`src/rtl/mfp_adc_max10_scanner.sv`:
```
// rtl/mfp_adc_max10_scanner.sv - MAX10 ADC scan sequencer with per-channel result store and response watchdog
// Optional macro MFP_ADC_SCANNER_IRQ_EN adds a scan-complete interrupt (irq/irq_ack).
module mfp_adc_max10_scanner #(
    parameter int N_CHANNELS = 9,
    parameter int TIMEOUT    = 1023
) (
    input  logic                  clk,
    input  logic                  resetn,
    input  logic                  enable,
    input  logic [N_CHANNELS-1:0] channel_mask,
    output logic                  ADC_C_Valid,
    output logic [4:0]            ADC_C_Channel,
    output logic                  ADC_C_SOP,
    output logic                  ADC_C_EOP,
    input  logic                  ADC_C_Ready,
    input  logic                  ADC_R_Valid,
    input  logic [4:0]            ADC_R_Channel,
    input  logic [11:0]           ADC_R_Data,
    input  logic                  ADC_R_SOP,
    input  logic                  ADC_R_EOP,
    input  logic                  rd_en,
    input  logic [4:0]            rd_index,
    output logic [11:0]           rd_data,
    output logic                  rd_fresh,
    output logic [15:0]           scan_count,
    output logic                  timeout_err,
`ifdef MFP_ADC_SCANNER_IRQ_EN
    output logic                  irq,
    input  logic                  irq_ack,
`endif
    input  logic                  err_clr
);
    localparam int WD_W = (TIMEOUT < 2) ? 1 : $clog2(TIMEOUT);
    localparam logic [WD_W-1:0] WD_LAST = WD_W'(TIMEOUT - 1);

    typedef enum logic [1:0] {S_IDLE, S_SELECT, S_CMD, S_WAIT} state_t;

    state_t                  state_q;
    logic [4:0]              ptr_q;
    logic [4:0]              cur_q;
    logic                    last_q;
    logic                    valid_q;
    logic [WD_W-1:0]         wd_q;
    logic [11:0]             result_q [N_CHANNELS];
    logic [N_CHANNELS-1:0]   fresh_q;
    logic [11:0]             rd_data_q;
    logic                    rd_fresh_q;
    logic [15:0]             scan_q;
    logic                    err_q;
    logic                    irq_q;

    logic [4:0] lo_any, lo_above, hi_any;
    logic       above_found;
    logic [4:0] sel_cur_d;
    logic       sel_last_d;
    logic       rsp_match, wd_fire, conv_done, scan_done;
    logic       unused_ok;

    assign unused_ok = ADC_R_SOP ^ ADC_R_EOP;

    // Round-robin pick: lowest enabled channel at/above ptr, else wrap to lowest enabled.
    always_comb begin
        lo_any      = '0;
        lo_above    = '0;
        hi_any      = '0;
        above_found = 1'b0;
        for (int i = N_CHANNELS - 1; i >= 0; i--) begin
            if (channel_mask[i]) begin
                lo_any = 5'(i);
                if (5'(i) >= ptr_q) begin
                    lo_above    = 5'(i);
                    above_found = 1'b1;
                end
            end
        end
        for (int i = 0; i < N_CHANNELS; i++) begin
            if (channel_mask[i]) hi_any = 5'(i);
        end
        sel_cur_d  = above_found ? lo_above : lo_any;
        sel_last_d = (sel_cur_d == hi_any);
    end

    // A matching response takes priority over a watchdog expiry on the same edge.
    assign rsp_match = (state_q == S_WAIT) && ADC_R_Valid && (ADC_R_Channel == cur_q);
    assign wd_fire   = (state_q == S_WAIT) && !rsp_match && (wd_q == WD_LAST);
    assign conv_done = rsp_match || wd_fire;
    assign scan_done = conv_done && last_q;

    always_ff @(posedge clk) begin
        if (!resetn) begin
            state_q    <= S_IDLE;
            ptr_q      <= '0;
            cur_q      <= '0;
            last_q     <= 1'b0;
            valid_q    <= 1'b0;
            wd_q       <= '0;
            fresh_q    <= '0;
            rd_data_q  <= '0;
            rd_fresh_q <= 1'b0;
            scan_q     <= '0;
            err_q      <= 1'b0;
            irq_q      <= 1'b0;
            for (int i = 0; i < N_CHANNELS; i++) result_q[i] <= '0;
        end else begin
            case (state_q)
                S_IDLE: begin
                    if (enable && (channel_mask != '0)) state_q <= S_SELECT;
                end
                S_SELECT: begin
                    if (channel_mask == '0) begin
                        state_q <= S_IDLE;
                    end else begin
                        cur_q   <= sel_cur_d;
                        last_q  <= sel_last_d;
                        valid_q <= 1'b1;
                        state_q <= S_CMD;
                    end
                end
                S_CMD: begin
                    if (ADC_C_Ready) begin
                        valid_q <= 1'b0;
                        wd_q    <= '0;
                        state_q <= S_WAIT;
                    end
                end
                S_WAIT: begin
                    if (conv_done) begin
                        ptr_q   <= last_q ? 5'd0 : cur_q + 5'd1;
                        state_q <= enable ? S_SELECT : S_IDLE;
                    end else begin
                        wd_q <= wd_q + 1'b1;
                    end
                end
                default: state_q <= S_IDLE;
            endcase

            if (scan_done) scan_q <= scan_q + 16'd1;

            if (wd_fire)      err_q <= 1'b1;
            else if (err_clr) err_q <= 1'b0;

            if (scan_done) irq_q <= 1'b1;
`ifdef MFP_ADC_SCANNER_IRQ_EN
            else if (irq_ack) irq_q <= 1'b0;
`endif

            // Read returns the pre-store value; a same-cycle store keeps the slot fresh.
            if (rd_en) begin
                rd_data_q  <= '0;
                rd_fresh_q <= 1'b0;
                for (int i = 0; i < N_CHANNELS; i++) begin
                    if (rd_index == 5'(i)) begin
                        rd_data_q  <= result_q[i];
                        rd_fresh_q <= fresh_q[i];
                    end
                end
            end

            for (int i = 0; i < N_CHANNELS; i++) begin
                if (rsp_match && (cur_q == 5'(i))) begin
                    result_q[i] <= ADC_R_Data;
                    fresh_q[i]  <= 1'b1;
                end else if (rd_en && (rd_index == 5'(i))) begin
                    fresh_q[i]  <= 1'b0;
                end
            end
        end
    end

    assign ADC_C_Valid   = valid_q;
    assign ADC_C_SOP     = valid_q;
    assign ADC_C_EOP     = valid_q;
    assign ADC_C_Channel = cur_q;
    assign rd_data       = rd_data_q;
    assign rd_fresh      = rd_fresh_q;
    assign scan_count    = scan_q;
    assign timeout_err   = err_q;
`ifdef MFP_ADC_SCANNER_IRQ_EN
    assign irq           = irq_q;
`else
    logic unused_irq;
    assign unused_irq = irq_q;
`endif

endmodule

```
`config.mk`:
```
export PLATFORM = sky130hd
export DESIGN_NAME = mfp_adc_max10_scanner
export DESIGN_NICKNAME = d
export VERILOG_FILES = /design/src/rtl/mfp_adc_max10_scanner.sv
export SDC_FILE = /design/constraint.sdc
export NUM_CORES = 1
export LEC_CHECK = 0
export CORE_MARGIN = 2
export CORE_UTILIZATION = 45
export DETAILED_ROUTE_END_ITERATION = 8
export PLACE_DENSITY_LB_ADDON = 0.08
export REMOVE_ABC_BUFFERS = 1
export SLEW_MARGIN = 5
export SYNTH_ARGS = -nofsm -noshare
export SYNTH_HDL_FRONTEND = slang
export SYNTH_SLANG_ARGS = --single-unit
```
`constraint.sdc`:
```
create_clock -name clk -period 2.9 [get_ports clk]
set_input_delay 0.29 -clock clk [delete_from_list [all_inputs] [get_ports clk]]
set_output_delay 0.29 -clock clk [all_outputs]
set_load 0.005 [all_outputs]
```
==> reports/metrics.cfg, run 1 <==
[outcome]
outcome=complete, no violations

[route]
drc=0
num_vias=5499
drt-total-wl_um=17700
vias_per_cell=5.58
ant_nets=0
wire_per_inst_um=18.0
first_pass_iters=5
drt_iter0_drc=435

[global_routing]
grtUsageTotal_pct=20.3
grt_antenna_before_repair=0
grt-ovfl-total=0
grt_pass1_vias=5277
grt_max_degree=65
grt_first_pass_wirelength_um=27700

[die]
fp.dieW_um=134
io_pins=78
die_h_um=134
start_util_pct=45.7
coreArea_mm2=0.0165
fp-row-count=47
die-area_mm2=0.0178

[clock_network]
cts_setup_buffers=0
cts-root-buf=clkbuf_16
tritoncts=done
ctsHoldBuffers=0
clock_sinks=170
cts_max_level=4
numCtsBuffers=17
cts.path.max_buffers=2
clkTransAtPathRegs_ns=0.06
cts_resized=0
clkLatencyLatePin_ns=0.42

[setup_path]
slowest_delay_ns=0.52
startpoint=ptr_q[0]
cp-start-kind=flip-flop
crit_type=flip-flop to flip-flop
r2r-start=ptr_q[0]
crit_fanout=9
crit_buf_inv=0
slowest_stage=dfxtp_1
cp_top_family=compound AO/OA/AOI/OAI gates
cp-end-kind=flip-flop
crit_chain=o21ai_1, a2111oi_4, o211ai_1, or3_1, mux2i_1, and3_1, o41ai_2
cp.required_ns=3.23
crit_arrival_ns=2.79

[finish]
nets=801
final_core_util_pct=55.6
n_antenna_cell=0
drive_gt1_share_pct=10.3
area_growth_pct=21.7

[timing]
rsz0062_at_grt=false
fin_worst_skew_ns=0.00868
fmax_mhz=405
slew_viol_final=0
fin_hold_ws_ns=0.372
fin_crit_ns=2.47
finalSetupViolations=0
worstMarginPinSlew_ns=0.621
hold_violations=0
period_share_pct=85.1
relSlewSlack_pct=58.6
setup_tns_ns=0

[yosys]
synth-seq-area-share_pct=59.3
avgSynthCellArea_um2=11.4
synth_area_mm2=0.00756
synth_cells=665
yosys_most_used_dff=edfxtp_1
async_flop_share_pct=0
synth-edff-count=108
yosysUniqueCellTypes=67
ys_seq_elements=170
yosysWarnings=0

[pwr]
p_leak_nw=3.32
peakVddDrop_mv=0.427
powerDensity_mw_per_mm2=552

[worst_hold_path]
holdCritStartpoint=resetn
min_path_type=input pin to flip-flop

[placed_design]
io_buffers=74
dp_hpwl_um=11400
gp_congestion=0.828

[flow_run]
max_cap_violations=0

metal layers:
| layer | track usage [%] | share of wire, % | vias up | wire, um |
|---|---|---|---|---|
| met2 | 33.0 | 47 | 169 | 8320 |
| met5 | 0 | 0 | - | 0 |
| met1 | 26.5 | 45 | 2663 | 7990 |
| met4 | 7.57 | 2.2 | 0 | 387 |
| met3 | 4.87 | 5.7 | 30 | 1000 |
| li1 | - | - | 2637 | - |
power by group:
| group | internal (mW) | switching, mW | leakage (nW) | total [mW] |
|---|---|---|---|---|
| Sequential | 2.63 | 0.0274 | 1.62 | 2.66 |
| Combinational | 0.163 | 0.198 | 1.45 | 0.361 |
| Clock | 1.19 | 0.862 | 0.259 | 2.05 |
| Total | 3.98 | 1.09 | 3.32 | 5.07 |
final timing paths:
path         depth (start not counted)  slack, ns         end
max                                  7       0.43      last_q
min                                  3       0.37  fresh_q[8]
max reg2reg                          7       0.43      last_q
min reg2reg                          2       0.46  fresh_q[4]
registers in the layout, summed over array words and instances (netlist names), named ones only:
| signal | flops |
|---|---|
| rd_fresh | 1 |
| timeout_err | 1 |
| state_q | 1 |
| scan_count | 16 |
| rd_data | 12 |
| result_q | 108 |
| ptr_q | 5 |
| last_q | 1 |
| wd_q | 10 |
| ADC_C_Channel | 4 |
| ADC_C_EOP | 1 |
| fresh_q | 9 |
worst min-delay path: cells and delay by family:
kind                   cells  cell delay [ns]
buffers and inverters      1             0.12
AOI/OAI and AO/OA          1             0.12
and+or+nand+nor            1             0.20
area by class of cell:
type,count,area [um2]
repair buffers,108,991
clock inverters,8,70.1
inverters,18,67.6
well taps,220,275
fillers,1407,7330
clock buffers,23,458
flip-flops and latches,170,4480
multi-input cells,439,2850
kinds of logic after synthesis:
group	after synthesis	synth area share [%]
other	1	0.0496
flip-flops	170	59.3
adder cells (fa/ha/maj)	7	1.16
XOR/XNOR	23	2.67
AO/OA/AOI/OAI	152	14.4
AND/OR/NAND/NOR	239	16.9
buffers and inverters	56	3.21
multiplexers	17	2.25
stage by stage:
step	power, mW	worst slack [ns]	instance area, um2	cells
after floorplan	2.86	0.334	7380	627
after global placement	3.06	0.286	8660	955
after detailed placement	3.07	0.241	8660	955
after CTS	5.11	0.465	9190	986
after global routing	5.25	0.299	9190	986
final	5.07	0.432	9190	986
placed cells by master (no fill, tap or decap), drive strengths merged, types with 21 or more instances in the layout:
master and instances:
a21boi 23, and2 22, buf 35, clkbuf 23, clkdlybuf4s50 73, dfxtp 62, edfxtp 108, nand2 66
nand2b 22, nand3 21, nor2 37, o21ai 42
synth_stat cells (6+ instances only):
library cell | instances | share of area [%]
a21boi_0 | 16 | 1.6
edfxtp_1 | 108 | 43
o211ai_1 | 6 | 0.60
and2_1 | 21 | 1.7
nand3_1 | 21 | 1.4
o21ai_0 | 41 | 2.7
mux2i_1 | 17 | 2.3
a21boi_1 | 7 | 0.70
buf_4 | 6 | 0.60
nor3_1 | 15 | 0.99
nor2b_1 | 15 | 1.2
nor2_1 | 37 | 1.8
o221ai_1 | 13 | 1.5
or3_1 | 9 | 0.75
dfxtp_1 | 62 | 16
nand2b_1 | 22 | 1.8
ha_1 | 7 | 1.2
a21oi_1 | 17 | 1.1
xor2_1 | 8 | 0.93
nand2_1 | 66 | 3.3
xnor2_1 | 15 | 1.7
clkbuf_1 | 20 | 0.99
buf_2 | 6 | 0.40
inv_1 | 18 | 0.89
a31oi_1 | 14 | 1.2
a222oi_1 | 13 | 1.7
Power figures use the tool's default switching activity.
==> run 2, diff against run 1 <==
Settings changed: CTS_CLUSTER_SIZE set to 28.
==> results of run 2 <==
Same layout as run 1: the final DEF is identical, and so are final timing and power.
